<file path="config.mk">
export PLATFORM = sky130hd
export DESIGN_NAME = approx_add_err_profiler
export DESIGN_NICKNAME = d
export VERILOG_FILES = /design/src/rtl/approx_err_pkg.sv /design/src/rtl/approx_err_dist.sv /design/src/rtl/approx_add_err_profiler.sv
export SDC_FILE = /design/constraint.sdc
export NUM_CORES = 1
export LEC_CHECK = 0
export ABC_AREA = 1
export CAP_MARGIN = 20
export CORE_MARGIN = 3
export CORE_UTILIZATION = 63
export DETAILED_ROUTE_END_ITERATION = 6
export PLACE_DENSITY = 0.88
export SYNTH_ARGS = -nofsm -noshare
export SYNTH_HDL_FRONTEND = slang
export SYNTH_SLANG_ARGS = --single-unit
</file>
<file path="constraint.sdc">
create_clock -name clk -period 17.23 [get_ports clk]
set_input_delay 3.446 -clock clk [delete_from_list [all_inputs] [get_ports clk]]
set_output_delay 3.446 -clock clk [all_outputs]
set_load 0.02 [all_outputs]
</file>
<file path="src/rtl/approx_err_pkg.sv">
// Shared definitions for the approximate-arithmetic error profilers:
// FSM state encoding and accumulator width helpers derived from operand width.
package approx_err_pkg;

  typedef enum logic [1:0] {
    IDLE  = 2'd0,
    RUN   = 2'd1,
    DRAIN = 2'd2
  } state_e;

  // Width of the |err| accumulator: 2^(2W) pairs times a (W+1)-bit distance.
  function automatic int sum_w(input int w);
    return 3 * w + 1;
  endfunction

  // Width of the erroneous-pair counter: must hold 2^(2W) itself.
  function automatic int cnt_w(input int w);
    return 2 * w + 1;
  endfunction

  // Width of the err^2 accumulator: 2^(2W) pairs times a (2W+2)-bit square.
  function automatic int sq_w(input int w);
    return 4 * w + 2;
  endfunction

endpackage

</file>
<file path="src/rtl/approx_err_dist.sv">
// Combinational error distance between an approximate result and the exact
// result: absolute difference and its square. Shared with the multiplier profiler.
module approx_err_dist
  import approx_err_pkg::*;
#(
  parameter int W = 8
) (
  input  logic [W:0]     o,
  input  logic [W:0]     exact,
  output logic [W:0]     d,
  output logic [2*W+1:0] d_sq
);

  logic [2*W+1:0] d_ext_s;

  // Absolute difference of the two unsigned values, then its square.
  always_comb begin
    d       = {(W+1){1'b0}};
    d_ext_s = {(2*W+2){1'b0}};
    d_sq    = {(2*W+2){1'b0}};
    if (o >= exact) begin
      d = o - exact;
    end else begin
      d = exact - o;
    end
    d_ext_s = {{(W+1){1'b0}}, d};
    d_sq    = d_ext_s * d_ext_s;
  end

endmodule

</file>
<file path="src/rtl/approx_add_err_profiler.sv">
// Exhaustive error profiler for W-bit approximate adders. Sweeps every {A,B}
// pair into an external combinational adder, then accumulates total |err|,
// max |err|, erroneous-pair count and total err^2 through a two-stage pipeline.
module approx_add_err_profiler
  import approx_err_pkg::*;
#(
  parameter int W = 8
) (
  input  logic                  clk,
  input  logic                  rst,
  input  logic                  start,
  output logic [W-1:0]          dut_a,
  output logic [W-1:0]          dut_b,
  input  logic [W:0]            dut_o,
  output logic                  busy,
  output logic                  done,
  output logic [sum_w(W)-1:0]   err_sum,
  output logic [W:0]            err_max,
  output logic [cnt_w(W)-1:0]   err_cnt,
  output logic [sq_w(W)-1:0]    sq_sum
);

  localparam int CW  = 2 * W;
  localparam int SW  = sum_w(W);
  localparam int NW  = cnt_w(W);
  localparam int QW  = sq_w(W);
  localparam logic [CW-1:0] CNT_LAST = {CW{1'b1}};
  localparam logic [CW-1:0] CNT_ONE  = {{(CW-1){1'b0}}, 1'b1};

  state_e          state_r;
  state_e          state_s;
  logic [CW-1:0]   cnt_r;
  logic            accept_s;
  logic            last_s;
  logic            s1_valid_r;
  logic [W:0]      s1_o_r;
  logic [W:0]      s1_exact_r;
  logic [W:0]      d_s;
  logic [2*W+1:0]  d_sq_s;
  logic            busy_r;
  logic            done_r;
  logic [SW-1:0]   err_sum_r;
  logic [W:0]      err_max_r;
  logic [NW-1:0]   err_cnt_r;
  logic [QW-1:0]   sq_sum_r;

  assign accept_s = (state_r == IDLE) && start;
  assign last_s   = (cnt_r == CNT_LAST);

  // The operand counter drives the adder directly: A is the upper half.
  assign dut_a   = cnt_r[CW-1:W];
  assign dut_b   = cnt_r[W-1:0];
  assign busy    = busy_r;
  assign done    = done_r;
  assign err_sum = err_sum_r;
  assign err_max = err_max_r;
  assign err_cnt = err_cnt_r;
  assign sq_sum  = sq_sum_r;

  // FSM state register.
  always_ff @(posedge clk or posedge rst) begin
    if (rst) begin
      state_r <= IDLE;
    end else begin
      state_r <= state_s;
    end
  end

  // FSM next-state: RUN ends once the last operand is on the bus, DRAIN
  // covers the single remaining accumulate of that operand.
  always_comb begin
    state_s = state_r;
    case (state_r)
      IDLE: begin
        if (start) begin
          state_s = RUN;
        end else begin
          state_s = IDLE;
        end
      end
      RUN: begin
        if (last_s) begin
          state_s = DRAIN;
        end else begin
          state_s = RUN;
        end
      end
      DRAIN:   state_s = IDLE;
      default: state_s = IDLE;
    endcase
  end

  // Registered status flags; done marks the edge of the final accumulate.
  always_ff @(posedge clk or posedge rst) begin
    if (rst) begin
      busy_r <= 1'b0;
      done_r <= 1'b0;
    end else begin
      busy_r <= (state_s != IDLE);
      done_r <= (state_r == DRAIN);
    end
  end

  // Operand counter: zeroed on an accepted start, steps once per RUN cycle
  // and holds at the last pair so operand 0 is never re-issued.
  always_ff @(posedge clk or posedge rst) begin
    if (rst) begin
      cnt_r <= {CW{1'b0}};
    end else if (accept_s) begin
      cnt_r <= {CW{1'b0}};
    end else if ((state_r == RUN) && !last_s) begin
      cnt_r <= cnt_r + CNT_ONE;
    end else begin
      cnt_r <= cnt_r;
    end
  end

  // Stage 1: capture the adder result alongside the exact sum of the operands.
  always_ff @(posedge clk or posedge rst) begin
    if (rst) begin
      s1_valid_r <= 1'b0;
      s1_o_r     <= {(W+1){1'b0}};
      s1_exact_r <= {(W+1){1'b0}};
    end else begin
      s1_valid_r <= (state_r == RUN);
      s1_o_r     <= dut_o;
      s1_exact_r <= {1'b0, dut_a} + {1'b0, dut_b};
    end
  end

  approx_err_dist #(
    .W (W)
  ) u_dist (
    .o     (s1_o_r),
    .exact (s1_exact_r),
    .d     (d_s),
    .d_sq  (d_sq_s)
  );

  // Stage 2: accumulate statistics; widths make overflow impossible.
  always_ff @(posedge clk or posedge rst) begin
    if (rst) begin
      err_sum_r <= {SW{1'b0}};
      err_max_r <= {(W+1){1'b0}};
      err_cnt_r <= {NW{1'b0}};
      sq_sum_r  <= {QW{1'b0}};
    end else if (accept_s) begin
      err_sum_r <= {SW{1'b0}};
      err_max_r <= {(W+1){1'b0}};
      err_cnt_r <= {NW{1'b0}};
      sq_sum_r  <= {QW{1'b0}};
    end else if (s1_valid_r) begin
      err_sum_r <= err_sum_r + {{(SW-W-1){1'b0}}, d_s};
      sq_sum_r  <= sq_sum_r + {{(QW-2*W-2){1'b0}}, d_sq_s};
      if (d_s != {(W+1){1'b0}}) begin
        err_cnt_r <= err_cnt_r + {{(NW-1){1'b0}}, 1'b1};
      end else begin
        err_cnt_r <= err_cnt_r;
      end
      if (d_s > err_max_r) begin
        err_max_r <= d_s;
      end else begin
        err_max_r <= err_max_r;
      end
    end else begin
      err_sum_r <= err_sum_r;
      err_max_r <= err_max_r;
      err_cnt_r <= err_cnt_r;
      sq_sum_r  <= sq_sum_r;
    end
  end

endmodule

</file>
==> impl_metrics.ini <==
[run_status]
outcome = completed

[worst_setup_path]
crit_type = reg2reg
cp_slowest_stage_delay_ns = 0.61
endpoint_kind = flip-flop
critPathRequiredTime_ns = 17.59
path_max_fanout = 12
critPathTopFamily = adder cells
r2r_setup_slack_ns = 10.13
cpMaxStageDelayCell = ha_1
arrival_ns = 7.46
critical_path.startpoint_type = flip-flop
critPathBufInv = 6
cpMostUsedCell = nand2_1

[detailed_routing]
drtIter0Drc = 879
dr.pass1.iters = 6
ant_nets = 0
via_per_inst = 5.69
drcViolationCount = 0
num_vias = 9904
routed_wl_mm = 28.3
post_drt_wl_per_cell_um = 16.3

[logic_synthesis]
synth_top_area_cell = dfrtp_1
synth_common_cells = 285 x nand2_1, 263 x inv_1, 144 x nor2_1, 124 x dfrtp_1, 98 x a21oi_1
yosys-top-cells-area = dfrtp_1 30%, ha_1 11%, nand2_1 10%
synthArstFlopShare_pct = 100
yosysMostFrequentCell = nand2_1
ys_types = 48
avgSynthCellArea_sq_um = 7.42
seq_area_frac_synth_pct = 29.9
yosysWarnings = 0
synth-edff-count = 0
synth_nets = 1545
synth_seq_cells = 124
synth.cell_area_sq_um = 10400
synth_ff_type = dfrtp_1
synth_top_area_share_pct = 29.9
netlist_instances = 1396

[sta]
setup_viol = 0
max_slew_margin_pct = 33.8
period_needed_ns = 7.10
finalSetupTns_ns = 0
rsz0062_at_grt = false
max_freq_ghz = 0.141
fin_ws_ns = 10.13
tightest_slew_ns = 0.989
clock_skew_ns = 0.0106
holdWs_ns = 0.480
drv_slew = 0
finalCritPeriodShare_pct = 41.2
hold_viol = 0

[place]
gp_congestion = 0.947
placed_cell_area_sq_um = 11700
post-dp-hpwl_mm = 20.9
place.port_buffers = 114
place_ws_ns = 10.31

[floorplan]
dieWidth_um = 134
die_h_um = 134
rows = 46
dieArea_sq_um = 18000
ios = 115
core_sq_um = 16000
start_util_pct = 64.8

[grt]
grt_pass1_wl_mm = 46.5
met1_usage_pct = 41.7
grt.total_usage_pct = 32.1
grt_max_degree = 72
met2_usage_pct = 53.2
use_met3_pct = 7.24
grt_busiest_layer = met2
grt-ovfl-total = 0
antenna_found_initial = 0
grt_pass1_vias = 9721

[cells_and_area]
drive_above_1_share_pct = 4.59
design_area_sq_um = 12300
diodes = 0
nets = 1661
area_growth_pct = 19.1

[clock_network]
ctsHoldBuffers = 0
cts_setup_buffers = 0
root_buffer = clkbuf_16
clkTransAtPathRegs_ns = 0.06
numCtsBuffers = 17
cts_tree = done
cts_sinks = 124
cts.htree.levels = 4
worstSkewPairLatency_ns = 0.43
cts.path.max_buffers = 2
post_cts_resize_count = 0

[flow_run]
maxCapViolations = 0

[min_path]
hold_class = reg2reg
[worst reg2reg max path: cells and delay by family (launching register included)]
family | cells | cell delay, ns
flops | 1 | 0.39
compound gates | 2 | 0.72
simple gates | 16 | 1.94
fa+ha+maj | 7 | 3.63
buf+inv | 6 | 0.37
[layout by cell type (no fill, tap or decap), types with 19 or more instances in the layout]
master | netlist | layout
inv_1 | 263 | 262
nand2_1 | 285 | 285
a21oi_1 | 98 | 98
o21ai_0 | 70 | 70
nand3_1 | 87 | 87
clkdlybuf4s50_1 | 0 | 114
dfrtp_1 | 124 | 124
ha_1 | 88 | 88
nor2_1 | 144 | 144
xor2_1 | 19 | 19
fa_1 | 49 | 49
nor3_1 | 27 | 26
[flip-flops by register name (all words and copies together) (netlist names)]
signal      count
cnt_r          16
done            1
s1_o_r          9
s1_valid_r      1
err_sum        25
err_cnt        17
busy            1
s1_exact_r      9
state_r         2
err_max         9
sq_sum         34
[metrics by stage]
| stage | cells | utilization (%) |
|---|---|---|
| 3_3_place_gp | 1709 | 73.2 |
| 5_1_grt | 1741 | 77.1 |
| 4_1_cts | 1741 | 77.1 |
| 6_report | 1741 | 77.1 |
| 2_1_floorplan | 1396 | - |
| 3_5_place_dp | 1709 | 73.2 |
[worst paths after layout]
| path | startpoint | end | depth (start not counted) |
|---|---|---|---|
| worst min-delay path | state_r[0]$_DFF_PP0_ | done$_DFF_PP0_ | 1 |
| max in group asynchronous | rst | err_sum[12]$_DFFE_PP0P_ | 3 |
| min in group asynchronous | rst | cnt_r[15]$_DFFE_PP0P_ | 2 |
| worst min register to register | state_r[0]$_DFF_PP0_ | done$_DFF_PP0_ | 1 |
| worst max-delay path | s1_exact_r[0]$_DFF_PP0_ | sq_sum[27]$_DFFE_PP0P_ | 31 |
| worst max register to register | s1_exact_r[0]$_DFF_PP0_ | sq_sum[27]$_DFFE_PP0P_ | 31 |
[layout make-up]
cell class	count	area (sq um)
multi-input combinational	982	6150
fill	1185	3660
sequential	124	3100
timing repair buffer	120	1190
inverter	267	1000
clock buffer	18	439
tap	216	270
clock inverter	14	183
[kinds of logic after synthesis]
logic type / count (synthesis) / synth area share (%)
simple gates: 594 / 24.8
compound gates: 222 / 12.0
flops: 124 / 29.9
buf+inv: 290 / 10.7
xor+xnor: 29 / 2.45
fa+ha+maj: 137 / 20.1
[per-layer routing]
metal / routed length (um) / share of wire [%]
met1: 11800 / 42
met2: 13500 / 48
met3: 2250 / 7.9
met4: 698 / 2.5
met5: 0 / 0
Power is not shown: default switching activity piles up to over one toggle a cycle in this logic, so the estimate is an artifact.
